**config.mk**
```make
export PLATFORM = sky130hd
export DESIGN_NAME = fma_rr_scheduler
export DESIGN_NICKNAME = d
export VERILOG_FILES = /design/src/rtl/fma_rr_scheduler.sv
export SDC_FILE = /design/constraint.sdc
export NUM_CORES = 1
export LEC_CHECK = 0
export BUFFER_PORTS_ARGS = -buffer_cell sky130_fd_sc_hd__buf_2
export CAP_MARGIN = 10
export CORE_AREA = 2 2 229 231
export DETAILED_ROUTE_END_ITERATION = 6
export DIE_AREA = 0 0 231 233
export RECOVER_POWER = 50
export SLEW_MARGIN = 20
export SYNTH_ARGS = -nofsm -noshare
export SYNTH_HDL_FRONTEND = slang
export SYNTH_SLANG_ARGS = --single-unit
```
**constraint.sdc**
```tcl
create_clock -name clk -period 3.6 [get_ports clk]
set_input_delay 0.18 -clock clk [delete_from_list [all_inputs] [get_ports clk]]
set_output_delay 0.18 -clock clk [all_outputs]
set_load 0.02 [all_outputs]
```
**src/rtl/fma_rr_scheduler.sv**
```systemverilog
// fma_rr_scheduler: round-robin front end sharing one pipelined FMA PE.
// Optional sticky flags: define FMA_SCHED_STICKY_EN.
module fma_rr_scheduler #(
  parameter int WORDWIDTH = 32,
  parameter int NREQ      = 4,
  parameter int FMA_LAT   = 3,
  parameter int IDW       = 2
) (
  input  logic                      clk,
  input  logic                      rstn,
  input  logic [NREQ-1:0]           req_valid,
  output logic [NREQ-1:0]           req_ready,
  input  logic [NREQ*WORDWIDTH-1:0] req_a,
  input  logic [NREQ*WORDWIDTH-1:0] req_b,
  input  logic [NREQ*WORDWIDTH-1:0] req_c,
  input  logic [NREQ*3-1:0]         req_rnd,
  output logic [WORDWIDTH-1:0]      fma_op_a,
  output logic [WORDWIDTH-1:0]      fma_op_b,
  output logic [WORDWIDTH-1:0]      fma_op_c,
  output logic [2:0]                fma_rnd_mode,
  output logic                      fma_gate,
  input  logic [WORDWIDTH-1:0]      fma_result,
  input  logic                      fma_ovf_n,
  input  logic                      fma_unf_n,
  output logic [NREQ-1:0]           rsp_valid,
  output logic [WORDWIDTH-1:0]      rsp_data,
  output logic                      rsp_ovf,
  output logic                      rsp_unf,
  input  logic                      drain_req,
  output logic                      drain_done,
  output logic                      busy,
  output logic [NREQ-1:0]           sticky_ovf,
  output logic [NREQ-1:0]           sticky_unf,
  input  logic                      sticky_clr
);

  typedef enum logic [1:0] {
    S_RUN   = 2'd0,
    S_DRAIN = 2'd1,
    S_IDLE  = 2'd2
  } state_t;

  state_t               state;
  logic [IDW-1:0]       ptr;
  logic [IDW-1:0]       ptr_nxt;
  logic [NREQ-1:0]      grant;
  logic [IDW-1:0]       grant_id;
  logic                 found;
  int                   scan_i;
  logic [IDW-1:0]       scan_id;
  logic                 xfer;

  logic [WORDWIDTH-1:0] sel_a;
  logic [WORDWIDTH-1:0] sel_b;
  logic [WORDWIDTH-1:0] sel_c;
  logic [2:0]           sel_rnd;

  logic [FMA_LAT:0]     tag_v;
  logic [IDW-1:0]       tag_id [FMA_LAT+1];
  logic                 tail_v;
  logic [IDW-1:0]       tail_id;
  logic [NREQ-1:0]      tail_oh;

  // Grant: first valid requester at or above the pointer, wrapping.
  always_comb begin
    grant    = '0;
    grant_id = '0;
    found    = 1'b0;
    scan_i   = 0;
    scan_id  = '0;
    for (int k = 0; k < NREQ; k++) begin
      scan_i = int'(ptr) + k;
      if (scan_i >= NREQ)
        scan_i = scan_i - NREQ;
      scan_id = IDW'(scan_i);
      if (state == S_RUN && !found && req_valid[scan_id]) begin
        found           = 1'b1;
        grant[scan_id]  = 1'b1;
        grant_id        = scan_id;
      end
    end
  end

  assign req_ready = grant;
  assign xfer      = found;

  // Operand mux: AND-OR over the one-hot grant.
  always_comb begin
    sel_a   = '0;
    sel_b   = '0;
    sel_c   = '0;
    sel_rnd = '0;
    for (int i = 0; i < NREQ; i++) begin
      sel_a   = sel_a |
        (req_a[i*WORDWIDTH +: WORDWIDTH] & {WORDWIDTH{grant[i]}});
      sel_b   = sel_b |
        (req_b[i*WORDWIDTH +: WORDWIDTH] & {WORDWIDTH{grant[i]}});
      sel_c   = sel_c |
        (req_c[i*WORDWIDTH +: WORDWIDTH] & {WORDWIDTH{grant[i]}});
      sel_rnd = sel_rnd | (req_rnd[i*3 +: 3] & {3{grant[i]}});
    end
  end

  assign ptr_nxt = (grant_id == IDW'(NREQ-1)) ?
                   '0 : grant_id + 1'b1;

  // Pointer moves past the winner only on a transfer.
  always_ff @(posedge clk or negedge rstn) begin
    if (!rstn)
      ptr <= '0;
    else if (xfer)
      ptr <= ptr_nxt;
  end

  // Issue register: operands hold when nothing is transferred.
  always_ff @(posedge clk or negedge rstn) begin
    if (!rstn) begin
      fma_op_a     <= '0;
      fma_op_b     <= '0;
      fma_op_c     <= '0;
      fma_rnd_mode <= '0;
      fma_gate     <= 1'b0;
    end else begin
      fma_gate <= xfer;
      if (xfer) begin
        fma_op_a     <= sel_a;
        fma_op_b     <= sel_b;
        fma_op_c     <= sel_c;
        fma_rnd_mode <= sel_rnd;
      end
    end
  end

  // Tag pipe tracks owner of each op alongside the PE.
  always_ff @(posedge clk or negedge rstn) begin
    if (!rstn) begin
      tag_v <= '0;
      for (int j = 0; j <= FMA_LAT; j++)
        tag_id[j] <= '0;
    end else begin
      tag_v[0]  <= xfer;
      tag_id[0] <= grant_id;
      for (int j = 1; j <= FMA_LAT; j++) begin
        tag_v[j]  <= tag_v[j-1];
        tag_id[j] <= tag_id[j-1];
      end
    end
  end

  assign tail_v  = tag_v[FMA_LAT];
  assign tail_id = tag_id[FMA_LAT];

  // Decode tail owner into a one-hot strobe.
  always_comb begin
    tail_oh = '0;
    for (int i = 0; i < NREQ; i++)
      if (tail_v && tail_id == IDW'(i))
        tail_oh[i] = 1'b1;
  end

  // Response register: capture PE result under the tail tag.
  always_ff @(posedge clk or negedge rstn) begin
    if (!rstn) begin
      rsp_valid <= '0;
      rsp_data  <= '0;
      rsp_ovf   <= 1'b0;
      rsp_unf   <= 1'b0;
    end else begin
      rsp_valid <= tail_oh;
      rsp_ovf   <= tail_v & ~fma_ovf_n;
      rsp_unf   <= tail_v & ~fma_unf_n;
      if (tail_v)
        rsp_data <= fma_result;
    end
  end

  assign busy = fma_gate | (|tag_v);

  // Drain control: stop granting, wait for empty pipe, hold idle.
  always_ff @(posedge clk or negedge rstn) begin
    if (!rstn) begin
      state      <= S_RUN;
      drain_done <= 1'b0;
    end else begin
      unique case (state)
        S_RUN: begin
          drain_done <= 1'b0;
          if (drain_req)
            state <= S_DRAIN;
        end
        S_DRAIN: begin
          if (!busy) begin
            state      <= S_IDLE;
            drain_done <= 1'b1;
          end
        end
        S_IDLE: begin
          if (!drain_req) begin
            state      <= S_RUN;
            drain_done <= 1'b0;
          end
        end
        default: begin
          state      <= S_RUN;
          drain_done <= 1'b0;
        end
      endcase
    end
  end

`ifdef FMA_SCHED_STICKY_EN
  // Sticky flags: a same-cycle set beats the clear.
  always_ff @(posedge clk or negedge rstn) begin
    if (!rstn) begin
      sticky_ovf <= '0;
      sticky_unf <= '0;
    end else begin
      sticky_ovf <= (sticky_clr ? '0 : sticky_ovf) |
                    (tail_oh & {NREQ{~fma_ovf_n}});
      sticky_unf <= (sticky_clr ? '0 : sticky_unf) |
                    (tail_oh & {NREQ{~fma_unf_n}});
    end
  end
`else
  logic sticky_clr_unused;
  assign sticky_clr_unused = sticky_clr;
  assign sticky_ovf = '0;
  assign sticky_unf = '0;
`endif

endmodule

```
==> impl_metrics.env, run 1 <==
export IMPL_hp_class="input pin to flop"
export IMPL_switchingPower_mw=7.90
export IMPL_max_freq_mhz=288
export IMPL_critical_path_required_ns=3.96
export IMPL_maxSlewViolCount=113
export IMPL_synth_edff_count=0
export IMPL_cp_arrival_ns=3.83
export IMPL_endpoint_kind="flop"
export IMPL_synthFlopType="dfrtp_1"
export IMPL_finClkSkew_ns=0.0145
export IMPL_pwr_share_comb_pct=66.8
export IMPL_r2r_cells=10
export IMPL_finalCritPeriodShare_pct=96.4
export IMPL_grt_pass1_vias=13500
export IMPL_p_leak_nw=7.06
export IMPL_final_cell_mix="454 x buf_2, 248 x dlygate4sd3_1, 153 x dfrtp_1, 126 x clkbuf_1, 103 x nor2_1"
export IMPL_vias_per_cell=5.02
export IMPL_track_usage_pct=18.6
export IMPL_rows=83
export IMPL_fillerInstances=5232
export IMPL_port_buffers=580
export IMPL_num_io_pins=590
export IMPL_pwr_share_seq_pct=20.6
export IMPL_outcome="finished with violations"
export IMPL_clock_sinks=154
export IMPL_initial_core_util_pct=19.5
export IMPL_layout_commonest_cell="buf_2"
export IMPL_syn_inst=1092
export IMPL_die_h_um=233
export IMPL_cts_made_buffers=17
export IMPL_first_pass_iters=5
export IMPL_r2r_end="fma_op_a[10]"
export IMPL_wl_per_cell_um=20.6
export IMPL_synth_distinct_cells=49
export IMPL_synth_seq_area_share_pct=38.6
export IMPL_tritoncts="yes"
export IMPL_path_clk_slew_ns=0.07
export IMPL_p_int_mw=7.54
export IMPL_path_class="flop to flop"
export IMPL_violations="capacitance limit, slew limit"
export IMPL_avgSynthCellArea_sq_um=9.14
export IMPL_grt_overflow=0
export IMPL_ant_nets=0
export IMPL_clk_insertion_delay_late_ns=0.48
export IMPL_drive_above_1_share_pct=31.5
export IMPL_yosysWarningCount=0
export IMPL_setup_violations=0
export IMPL_clkPwrFrac_pct=12.6
export IMPL_swShare_pct=51.2
export IMPL_drv_cap=2
export IMPL_crit_path_end="fma_op_a[10]"
export IMPL_final_cell_area_sq_um=16800
export IMPL_syn_to_final_growth_pct=68.0
export IMPL_clock_root_buffer="clkbuf_16"
export IMPL_grt_pass1_wl_um=76000
export IMPL_die_width_um=231
export IMPL_timing_rr_start="ptr[1]"
export IMPL_drc_errors=0
export IMPL_start_kind="flop"
export IMPL_dieArea_sq_um=53800
export IMPL_nets=2320
export IMPL_dr_total_vias=12900
export IMPL_finalHoldViolations=0
export IMPL_irDropWorstVdd_uv=414
export IMPL_place_congestion=0.905
export IMPL_async_reset_ff_share_pct=100
export IMPL_startpoint="ptr[1]"
export IMPL_antenna_found_initial=3
export IMPL_synth_ff_latch_count=154
export IMPL_coreArea_sq_um=51100
export IMPL_slew_headroom_pct=-41.9
export IMPL_powerDensity_nw_per_um2=921
export IMPL_cp_max_fo=37
export IMPL_cts_path_max_buffers=2
export IMPL_whs_ns=0.0432
export IMPL_totalPowerFinal_mw=15.4
export IMPL_wirelength_um=53000
export IMPL_syn_area_sq_um=9980
export IMPL_tightest_slew_ns=2.13
export IMPL_grt_max_degree=101
export IMPL_max_stage_delay_ns=0.60
export IMPL_place_inst=2281
export IMPL_drt_initial_drc_count=778
export IMPL_crit_chain="inv_2, ha_1, mux4_2, and2b_2, a221o_1, a32o_4, buf_12, a22oi_1, dlygate4sd3_1, a21oi_1"
export IMPL_fin_cells=2571
export IMPL_cts_max_level=4
export IMPL_dpl_hpwl_um=33900
export IMPL_setup_tns_final_ns=0
export IMPL_critical_path_slowest_cell="dlygate4sd3_1"
export IMPL_r2r_setup_slack_ns=0.13
export IMPL_dpl_cell_area_sq_um=13700
export IMPL_rsz0062_at_grt="no"
export IMPL_post_route_min_period_ns=3.47
cell type report:
cell class	instances	area, sq um	share of cell area, %
tap	680	851	5.07
sequential	154	3850	23.0
inverter	6	25.0	0.149
multi-input combinational	816	5630	33.6
clock inverter	14	176	1.05
timing repair buffer	880	5790	34.5
antenna	3	7.51	0.0448
clock buffer	18	439	2.62
registers in the layout, indices dropped and copies added (netlist names), named ones only:
name          count
fma_op_a         32
fma_op_b         32
fma_op_c         32
rsp_data         32
tag_id            6
rsp_valid         4
tag_v             4
fma_rnd_mode      3
state             2
tail_id           2
drain_done        1
ptr               1
rsp_ovf           1
rsp_unf           1
synthesized netlist by cell type (4+ instances only):
cell type	number	area share, %
a21o_1	99	7.4
mux2_2	37	4.2
dfrtp_1	154	39
nor2b_1	6	0.38
nor2_1	104	3.9
nand3_1	101	5.1
clkbuf_1	74	2.8
buf_6	12	1.4
inv_1	5	0.19
o2bb2ai_1	99	8.7
buf_4	9	0.68
a211oi_1	101	7.6
a22oi_1	99	7.4
ha_1	7	0.88
mux2i_1	5	0.50
buf_1	4	0.15
a21oi_1	101	5.1
buf_2	25	1.3
nand2_1	5	0.19
o21ai_0	5	0.25
critical path, delay by kind of cell, from the launching register on:
family | cells | cell delay (ns)
buf+inv | 3 | 0.92
flops | 1 | 0.47
mux | 1 | 0.31
compound gates | 4 | 1.10
fa+ha+maj | 1 | 0.26
simple gates | 1 | 0.28
routing by layer:
metal | wire length, um | track usage, % | part of all wire (%)
met2 | 26900 | 33.6 | 51
met4 | 2130 | 9.78 | 4.0
met1 | 19700 | 20.0 | 37
met5 | 11 | 0 | 0.021
met3 | 4260 | 4.58 | 8.0
timing repair:
item / 4_1_cts / 5_1_grt
hold buffers: 248 / 0
setup endpoints to repair: 2 / 44
pin swaps: 2 / 1
setup buffers: 1 / 3
endpoints found under the hold margin: 203 / 0
gates cloned: 1 / 2
resized for setup: 4 / 5
power by group through the flow:
stage | Clock (mW) | Sequential, mW | Combinational, mW
floorplan | 0 | 4.08 | 5.22
global placement | 0 | 3.12 | 9.45
detailed placement | 0 | 3.16 | 9.65
CTS | 2.01 | 3.14 | 10.3
global route | 2.08 | 3.26 | 11.2
finish | 1.95 | 3.18 | 10.3
how the worst min path moves through the flow:
stage	from	to	slack [ns]	cells after the start
after floorplan	rstn	async pin	-0.12	0
after global placement	rstn	rsp_data[19]	0.27	1
after detailed placement	rstn	rsp_data[19]	0.29	1
after CTS	req_b[46]	fma_op_b[14]	0.0005	3
after global routing	req_b[76]	fma_op_b[12]	0.02	3
final	req_a[64]	fma_op_a[0]	0.04	3
cells by family after synthesis:
| logic type | share of synthesized area, % |
|---|---|
| simple gates | 10.7 |
| other cells | 0.0376 |
| flops | 38.6 |
| fa+ha+maj | 0.877 |
| compound gates | 37.8 |
| mux | 5.35 |
| xor+xnor | 0.175 |
| buf+inv | 6.44 |
per-stage QoR:
stage / setup slack, ns / utilization, %
6_report: 0.131 / 32.8
5_1_grt: 0.00227 / 32.8
4_1_cts: 0.0162 / 33.0
3_5_place_dp: 0.309 / 26.9
3_3_place_gp: 0.351 / 26.9
2_1_floorplan: 0.796 / -
No activity file was read; power rests on OpenSTA's default activity.
==> run 2, diff against run 1 <==
Settings changed: CORE_AREA 2 2 229 231 to 5 5 225 227, DIE_AREA 0 0 231 233 to 0 0 230 232, PLACE_DENSITY_LB_ADDON from default to 0.05, SLEW_MARGIN 20 to 25.
==> run 2 against run 1 <==
Against the previous run:
- the flow still finishes with violations (capacitance limit, slew limit)
- clock skew decreased by 0.0043 ns
- final area up 0.34%
- setup slack better by 0.029 ns
- hold slack gained 0.0083 ns
- via count down 3.7%
- count of clock-buffer cells in the layout unchanged
- global-route usage grew 1.9 points
- critical path depth is the same
- combinational power barely moved
- total power rose by 1.2%
- flip-flop and latch count unchanged
- critical endpoint is now fma_op_b[20]
- largest power group unchanged
==> impl_metrics.env, run 2 (synthesized netlist as in run 1, its figures left out) <==
export IMPL_die_width_um=230
export IMPL_critical_path_required_ns=3.95
export IMPL_r2r_end="fma_op_b[20]"
export IMPL_hold_start="req_a[91]"
export IMPL_grt_most_used_layer="met2"
export IMPL_path_class="flop to flop"
export IMPL_finalCritPeriodShare_pct=95.6
export IMPL_timing_rr_start="ptr[1]"
export IMPL_setup_tns_final_ns=0
export IMPL_port_buffers=580
export IMPL_die_h_um=232
export IMPL_cp_arrival_ns=3.79
export IMPL_r2r_cells=10
export IMPL_tightest_slew_ns=2.01
export IMPL_max_freq_mhz=291
export IMPL_post_route_min_period_ns=3.44
export IMPL_setup_ws_ns=0.160
export IMPL_pre_cts_ws_ns=0.494
export IMPL_first_pass_iters=5
export IMPL_dr_total_vias=12400
export IMPL_r2r_setup_slack_ns=0.16
export IMPL_drive_above_1_share_pct=34.0
export IMPL_cts_made_buffers=17
export IMPL_maxSlewViolCount=39
export IMPL_use_met2_pct=36.7
export IMPL_vias_per_cell=4.93
export IMPL_grt_pass1_wl_um=83900
export IMPL_syn_to_final_growth_pct=68.6
export IMPL_path_clk_slew_ns=0.07
export IMPL_place_congestion=0.854
export IMPL_grt_use_met3_pct=6.31
export IMPL_grt_pass1_vias=13000
export IMPL_powerDensity_nw_per_um2=929
export IMPL_setup_violations=0
export IMPL_initial_core_util_pct=20.6
export IMPL_grt_overflow=0
export IMPL_tritoncts="yes"
export IMPL_endpoint_kind="flop"
export IMPL_wl_per_cell_um=22.6
export IMPL_layout_commonest_cell="buf_2"
export IMPL_track_usage_pct=20.5
export IMPL_min_to="fma_op_a[27]"
export IMPL_coreArea_sq_um=48400
export IMPL_p_leak_nw=7.19
export IMPL_cp_max_fo=44
export IMPL_clock_sinks=154
export IMPL_cts_max_level=4
export IMPL_ant_nets=0
export IMPL_whs_ns=0.0515
export IMPL_max_stage_delay_ns=0.58
export IMPL_dieArea_sq_um=53400
export IMPL_met1_usage_pct=24.0
export IMPL_worstHoldPathCells=3
export IMPL_cts_path_max_buffers=2
export IMPL_wirelength_um=57100
export IMPL_finalHoldViolations=0
export IMPL_drt_initial_drc_count=597
export IMPL_clk_insertion_delay_late_ns=0.47
export IMPL_violations="capacitance limit, slew limit"
export IMPL_num_io_pins=590
export IMPL_dpl_hpwl_um=38800
export IMPL_start_kind="flop"
export IMPL_drc_errors=0
export IMPL_outcome="finished with violations"
export IMPL_irDropWorstVdd_uv=482
export IMPL_nets=2318
export IMPL_hp_class="input pin to flop"
export IMPL_rows=81
export IMPL_grt_max_degree=82
export IMPL_final_cell_area_sq_um=16800
export IMPL_critical_path_slowest_cell="dlygate4sd3_1"
export IMPL_dpl_cell_area_sq_um=13600
export IMPL_finClkSkew_ns=0.0102
export IMPL_drv_cap=1
export IMPL_crit_chain="inv_1, ha_2, mux4_2, and2b_1, a221o_1, a32o_4, buf_12, a22oi_1, dlygate4sd3_1, a21oi_1"
export IMPL_clock_root_buffer="clkbuf_16"
export IMPL_final_cell_mix="523 x buf_2, 266 x dlygate4sd3_1, 153 x dfrtp_1, 103 x nor2_1"
export IMPL_slew_headroom_pct=-34.2
export IMPL_antenna_found_initial=22
[run 2: final cells by class]
class,count,area (sq um)
antenna,14,35.0
clock buffer,18,439
clock inverter,13,145
fill,5226,31600
inverter,6,25.0
multi-input combinational,816,5620
sequential,154,3850
tap,622,778
timing repair buffer,878,5930
[run 2: power breakdown]
| group | internal [mW] | switching (mW) | leakage, nW |
|---|---|---|---|
| Sequential | 2.65 | 0.464 | 1.83 |
| Clock | 1.04 | 0.844 | 0.279 |
| Combinational | 4.27 | 6.37 | 5.08 |
[run 2: layer usage]
layer  part of all wire (%)  vias up  routed length (um)
met5                   0.16        -                  91
met4                    1.5       14                 879
met3                    6.6       65                3790
met2                     51      421               29200
met1                     40     6150               23100
li1                       -     5779                   -
[run 2: repair_timing]
| action | in CTS | in global routing |
|---|---|---|
| setup buffers | 0 | 4 |
| resized for setup | 0 | 2 |
| hold buffers | 266 | 0 |
| endpoints found under the hold margin | 215 | 0 |
| endpoints found under the setup margin | 0 | 79 |
[run 2: worst max path at each step]
stage / from / endpoint / slack [ns] / depth (start not counted)
after global routing: ptr[1] / fma_op_a[23] / -0.006 / 11
after floorplan: flop / fma_op_a[22] / 0.80 / 11
after detailed placement: ptr[1] / fma_op_b[19] / 0.49 / 9
final: ptr[1] / fma_op_b[20] / 0.16 / 10
after CTS: ptr[1] / fma_op_c[11] / 0.01 / 10
after global placement: ptr[1] / fma_op_b[4] / 0.52 / 9
[run 2: worst max-delay path, delay by kind of cell (launching register included)]
family | cells | cell delay [ns]
AOI/OAI and AO/OA | 4 | 1.04
buffers and inverters | 3 | 0.85
DFF | 1 | 0.43
adders and majority gates | 1 | 0.41
muxes | 1 | 0.35
and+or+nand+nor | 1 | 0.20
[run 2: metrics by stage]
| step | power (mW) | cells | utilization [%] |
|---|---|---|---|
| 3_3_place_gp | 12.8 | 2204 | 28.1 |
| 2_1_floorplan | 9.30 | 1099 | - |
| 4_1_cts | 15.9 | 2501 | 34.8 |
| 5_1_grt | 16.9 | 2516 | 34.7 |
| 6_report | 15.6 | 2521 | 34.7 |
| 3_5_place_dp | 12.9 | 2204 | 28.1 |
